===== config.mk =====
export PLATFORM = sky130hd
export DESIGN_NAME = fetch_stage
export DESIGN_NICKNAME = d
export VERILOG_FILES = /design/src/rtl/mips_pkg.sv /design/src/rtl/next_pc_select.sv /design/src/rtl/fetch_stage.sv
export SDC_FILE = /design/constraint.sdc
export NUM_CORES = 1
export LEC_CHECK = 0
export BUFFER_PORTS_ARGS = -buffer_cell sky130_fd_sc_hd__buf_4
export CAP_MARGIN = 30
export CORE_MARGIN = 2
export CORE_UTILIZATION = 43
export CTS_CLUSTER_SIZE = 8
export DETAILED_ROUTE_END_ITERATION = 7
export HOLD_SLACK_MARGIN = 0.06
export PLACE_DENSITY = 0.69
export SYNTH_ARGS = -nofsm -noshare
export SYNTH_HDL_FRONTEND = slang
export SYNTH_HIERARCHICAL = 1
export SYNTH_SLANG_ARGS = --single-unit

===== constraint.sdc =====
create_clock -name clk -period 6.2 [get_ports clk]
set_input_delay 0.93 -clock clk [delete_from_list [all_inputs] [get_ports clk]]
set_output_delay 0.93 -clock clk [all_outputs]
set_load 0.01 [all_outputs]

===== src/rtl/mips_pkg.sv =====
// Shared definitions for the MIPS fetch stage.
//   RESET_PC_DEFAULT : text-segment base the PC starts from after reset
//   PC_INC           : byte step between sequential instructions
//   fetch_state_t    : fetch FSM state encoding
package mips_pkg;

  localparam logic [31:0] RESET_PC_DEFAULT = 32'h0040_0000;
  localparam int          PC_INC           = 4;

  typedef enum logic [1:0] {
    BOOT  = 2'd0,
    RUN   = 2'd1,
    FAULT = 2'd2
  } fetch_state_t;

endpackage


===== src/rtl/next_pc_select.sv =====
// Next-PC priority mux and fetch-target legality check.
// Ports:
//   pc            : current PC
//   pc_region     : upper PC bits of the IF/ID entry, used for J-format targets
//   stall         : hold the PC when no redirect is present
//   branch_taken, branch_target, jump, jump_index, jr, jr_target : redirects
//   next_pc       : selected next PC (jr > jump > branch > stall hold > pc+4)
//   illegal       : selected target is misaligned or outside the ROM window
module next_pc_select
  import mips_pkg::*;
#(
  parameter int                    DATA_WIDTH   = 32,
  parameter int                    MEMORY_DEPTH = 32,
  parameter logic [DATA_WIDTH-1:0] RESET_PC     = RESET_PC_DEFAULT
) (
  input  logic [DATA_WIDTH-1:0]  pc,
  input  logic [DATA_WIDTH-29:0] pc_region,
  input  logic                   stall,
  input  logic                   branch_taken,
  input  logic [DATA_WIDTH-1:0]  branch_target,
  input  logic                   jump,
  input  logic [25:0]            jump_index,
  input  logic                   jr,
  input  logic [DATA_WIDTH-1:0]  jr_target,
  output logic [DATA_WIDTH-1:0]  next_pc,
  output logic                   illegal
);

  localparam logic [DATA_WIDTH-1:0] SPAN = DATA_WIDTH'(PC_INC * MEMORY_DEPTH);

  logic [DATA_WIDTH-1:0] offset;
  logic                  check_en;

  always_comb begin
    next_pc  = pc + DATA_WIDTH'(PC_INC);
    check_en = 1'b1;
    if (jr) begin
      next_pc = jr_target;
    end else if (jump) begin
      next_pc = {pc_region, jump_index, 2'b00};
    end else if (branch_taken) begin
      next_pc = branch_target;
    end else if (stall) begin
      next_pc  = pc;
      check_en = 1'b0;
    end
  end

  // Unsigned subtraction folds the lower bound into one compare: targets
  // below RESET_PC wrap to huge offsets, as does a pc+4 that wraps past zero.
  assign offset  = next_pc - RESET_PC;
  assign illegal = check_en && ((next_pc[1:0] != 2'b00) || (offset >= SPAN));

endmodule


===== src/rtl/fetch_stage.sv =====
// Instruction-fetch stage: PC register, fetch FSM and IF/ID pipeline register.
// Ports:
//   clk, reset        : rising-edge clock, async active-high reset
//   stall, flush      : hazard-unit controls for PC hold / IF/ID squash
//   branch_*, jump*, jr* : redirect requests from ID
//   instruction_in    : combinational ROM data for pc_out
//   pc_out            : current PC, drives ROM address
//   ifid_instruction, ifid_pc_plus4, ifid_valid : IF/ID register
//   fault, fault_pc   : sticky illegal-fetch flag and offending target
module fetch_stage
  import mips_pkg::*;
#(
  parameter int                    DATA_WIDTH   = 32,
  parameter int                    MEMORY_DEPTH = 32,
  parameter logic [DATA_WIDTH-1:0] RESET_PC     = RESET_PC_DEFAULT
) (
  input  logic                  clk,
  input  logic                  reset,
  input  logic                  stall,
  input  logic                  flush,
  input  logic                  branch_taken,
  input  logic [DATA_WIDTH-1:0] branch_target,
  input  logic                  jump,
  input  logic [25:0]           jump_index,
  input  logic                  jr,
  input  logic [DATA_WIDTH-1:0] jr_target,
  input  logic [DATA_WIDTH-1:0] instruction_in,
  output logic [DATA_WIDTH-1:0] pc_out,
  output logic [DATA_WIDTH-1:0] ifid_instruction,
  output logic [DATA_WIDTH-1:0] ifid_pc_plus4,
  output logic                  ifid_valid,
  output logic                  fault,
  output logic [DATA_WIDTH-1:0] fault_pc
);

  fetch_state_t          state_q, state_d;
  logic [DATA_WIDTH-1:0] next_pc;
  logic                  illegal;

  next_pc_select #(
    .DATA_WIDTH  (DATA_WIDTH),
    .MEMORY_DEPTH(MEMORY_DEPTH),
    .RESET_PC    (RESET_PC)
  ) u_next_pc_select (
    .pc           (pc_out),
    .pc_region    (ifid_pc_plus4[DATA_WIDTH-1:28]),
    .stall        (stall),
    .branch_taken (branch_taken),
    .branch_target(branch_target),
    .jump         (jump),
    .jump_index   (jump_index),
    .jr           (jr),
    .jr_target    (jr_target),
    .next_pc      (next_pc),
    .illegal      (illegal)
  );

  always_ff @(posedge clk or posedge reset) begin
    if (reset) state_q <= BOOT;
    else       state_q <= state_d;
  end

  always_comb begin
    state_d = state_q;
    case (state_q)
      BOOT:    state_d = RUN;
      RUN:     if (illegal) state_d = FAULT;
      FAULT:   state_d = FAULT;
      default: state_d = BOOT;
    endcase
  end

  // PC, IF/ID and fault registers only move in RUN; BOOT and FAULT hold them.
  always_ff @(posedge clk or posedge reset) begin
    if (reset) begin
      pc_out           <= RESET_PC;
      ifid_instruction <= '0;
      ifid_pc_plus4    <= '0;
      ifid_valid       <= 1'b0;
      fault            <= 1'b0;
      fault_pc         <= '0;
    end else if (state_q == RUN) begin
      if (illegal) begin
        fault      <= 1'b1;
        fault_pc   <= next_pc;
        ifid_valid <= 1'b0;
      end else begin
        pc_out <= next_pc;
        if (flush) begin
          ifid_valid       <= 1'b0;
          ifid_instruction <= '0;
        end else if (!stall) begin
          ifid_instruction <= instruction_in;
          ifid_pc_plus4    <= pc_out + DATA_WIDTH'(PC_INC);
          ifid_valid       <= 1'b1;
        end
      end
    end
  end

endmodule


==> impl_metrics.toml <==
[floorplanning]
die_h_um = 135
start_util_pct = 44.2
io_pins = 259
die_w_um = 135
rows = 47
coreArea_um2 = 16600
die-area_um2 = 18200

[routing]
drt_iter0_drc = 615
wl_um = 24700
dr.pass1.iters = 5
drc = 0
detail-route-antenna-nets = 0
post_drt_wl_per_cell_um = 20.3
viasPerCell = 5.82
vias = 7079

[yosys]
yosys-top-cells-area = "dfrtp_1, mux2_2, a22o_1"
synth_enable_flop_cells = 0
synth_top_area_cell = "dfrtp_1"
yosysTopAreaCellShare_pct = 44.6
syn-cell-area_um2 = 7350
avgSynthCellArea_um2 = 9.96
synth_fp_nets = 871
netlist_instances = 738
async_reset_ff_share_pct = 100
synth.lib_cells_used.distinct = 69
synth_ff_type = "dfrtp_1"
ys_warn_count = 6
synth-seq-cells = 132
synth-seq-area-share_pct = 44.9

[global_routing]
first_global_vias = 6877
grt_pass1_wl_um = 37900
antenna_found_initial = 0
grt-ovfl-total = 0
grt_usage_pct = 27.1
grt_max_degree = 57

[cts]
clkSlewWorstSetupHoldPaths_ns = 0.06
post_cts_buffers = 0
cts-hold-fix-buffers = 0
post_cts_resized = 0
htreeDepth = 4
clock-sinks = 132
clockBufferDepth = 2
root_buffer = "clkbuf_16"
clk_latency_ns = 0.42
cts_tree = "yes"
numCtsBuffers = 17

[sta]
max_freq_mhz = 200
final.min_clock_period_ns = 5.01
period_share_pct = 80.8
max-slew-margin-rel_pct = 51.4
whs_ns = 0.470
grt_setup_unrepaired = "no"
fin_worst_skew_ns = 0.00818
worstMarginPinSlew_ns = 0.728
hold_violations = 0
fin_ws_ns = 1.19
setup_viol = 0
setup_tns_ns = 0
report.final.slew_viol_count = 0

[layout]
area_delta_synth_final_pct = 37.8
drive_above_1_share_pct = 40.5
post-route-util_pct = 60.9
final_nets = 1116
diodes = 0
mostFrequentLayoutCells = "buf_4, dfrtp_1, mux2_2"
mostFrequentLayoutCell = "buf_4"
nFillCells = 1496
fin_area_um2 = 10100

[critical_path]
required_ns = 6.51
critPathArrivalTime_ns = 5.32
crit_path_max_fanout = 53
cp-end-kind = "flip-flop"
path_class = "in -> reg"
worstSetupStartpointType = "input port"

[power]
ir_drop_mv = 0.200
leakage_nw = 4.68
p_per_area_nw_per_um2 = 398

[worst_hold_path]
hold_class = "reg -> reg"

[status]
outcome = "complete, no violations"

[job]
drv_cap = 0

[placed_design]
io_buffers = 258
dpl.hpwl_um = 17900
postPlaceCellArea_um2 = 9520
gp_congestion = 0.939
pre_cts_slack_ns = 0.823
-- synthesized netlist by cell type (12+ instances only) --
master    count
mux2_2       67
xor2_1       12
nand3_1      23
nand2_1      62
a22o_1       34
clkbuf_1     29
dfrtp_1     131
xnor2_1      26
or4_1        12
o21ai_0      35
a21oi_1      48
nand4_1      13
inv_1        23
nor2_1       53
-- sequential cells by signal, summed over array words and instances (netlist names) --
signal            count
fault                 1
ifid_valid            1
fault_pc             32
pc_out               32
ifid_instruction     32
state_q               2
ifid_pc_plus4        32
-- stage by stage --
| step | total power, W | instances |
|---|---|---|
| floorplan | 0.00219 | 738 |
| global placement | 0.00298 | 1182 |
| detailed placement | 0.00301 | 1184 |
| CTS | 0.00405 | 1216 |
| global route | 0.00425 | 1216 |
| finish | 0.00403 | 1216 |
-- routing by layer --
| layer | track usage (%) | vias up | routed length (um) |
|---|---|---|---|
| met2 | 41.7 | 376 | 11200 |
| met4 | 10.3 | 0 | 629 |
| met3 | 8.75 | 43 | 2470 |
| met5 | 0 | - | 0 |
| li1 | - | 3229 | - |
| met1 | 35.8 | 3431 | 10500 |
-- cell type report --
class	count	area (um^2)	area share, %
Inverter	23	91.3	0.902
Multi-Input combinational cell	537	3780	37.4
Tap cell	220	275	2.72
Timing Repair Buffer	272	2070	20.4
Clock inverter	14	165	1.63
Clock buffer	18	439	4.34
Sequential cell	132	3300	32.6
-- final timing paths --
check | start | end | slack [ns] | depth (start not counted)
min in group asynchronous | reset | ifid_instruction[2] | 0.55 | 2
worst max-delay path | stall | ifid_pc_plus4[3] | 1.19 | 13
max in group asynchronous | reset | fault_pc[9] | 4.56 | 4
worst max register to register | pc_out[3] | ifid_pc_plus4[3] | 1.22 | 13
worst min-delay path | fault | fault | 0.47 | 1
worst min register to register | fault | fault | 0.47 | 1
-- where the power goes --
| part | internal [W] | switching, W |
|---|---|---|
| logic | 0.000788 | 0.000644 |
| clock network | 0.000616 | 0.000420 |
| registers | 0.00116 | 0.000406 |
-- worst max-delay path, stage by stage --
cell and delay [ns]:
buf_4 0.15, nand4b_2 0.42, or4_1 0.69, or4_1 0.57, nand3_1 0.11, o2111ai_1 0.11
a2111oi_0 0.54, a21oi_1 0.25, nor2b_4 0.16, buf_4 0.23, nor3b_2 0.22, buf_4 0.51
mux2_2 0.40
-- cells by family after synthesis --
logic type	Yosys count	synth area share, %
buffers and inverters	69	3.81
AND/OR/NAND/NOR	242	18.5
flip-flops	132	44.9
XOR/XNOR	38	4.53
adder cells (fa/ha/maj)	4	0.681
AO/OA/AOI/OAI	185	17.2
multiplexers	68	10.4
No activity file was read; power rests on OpenSTA's default activity.
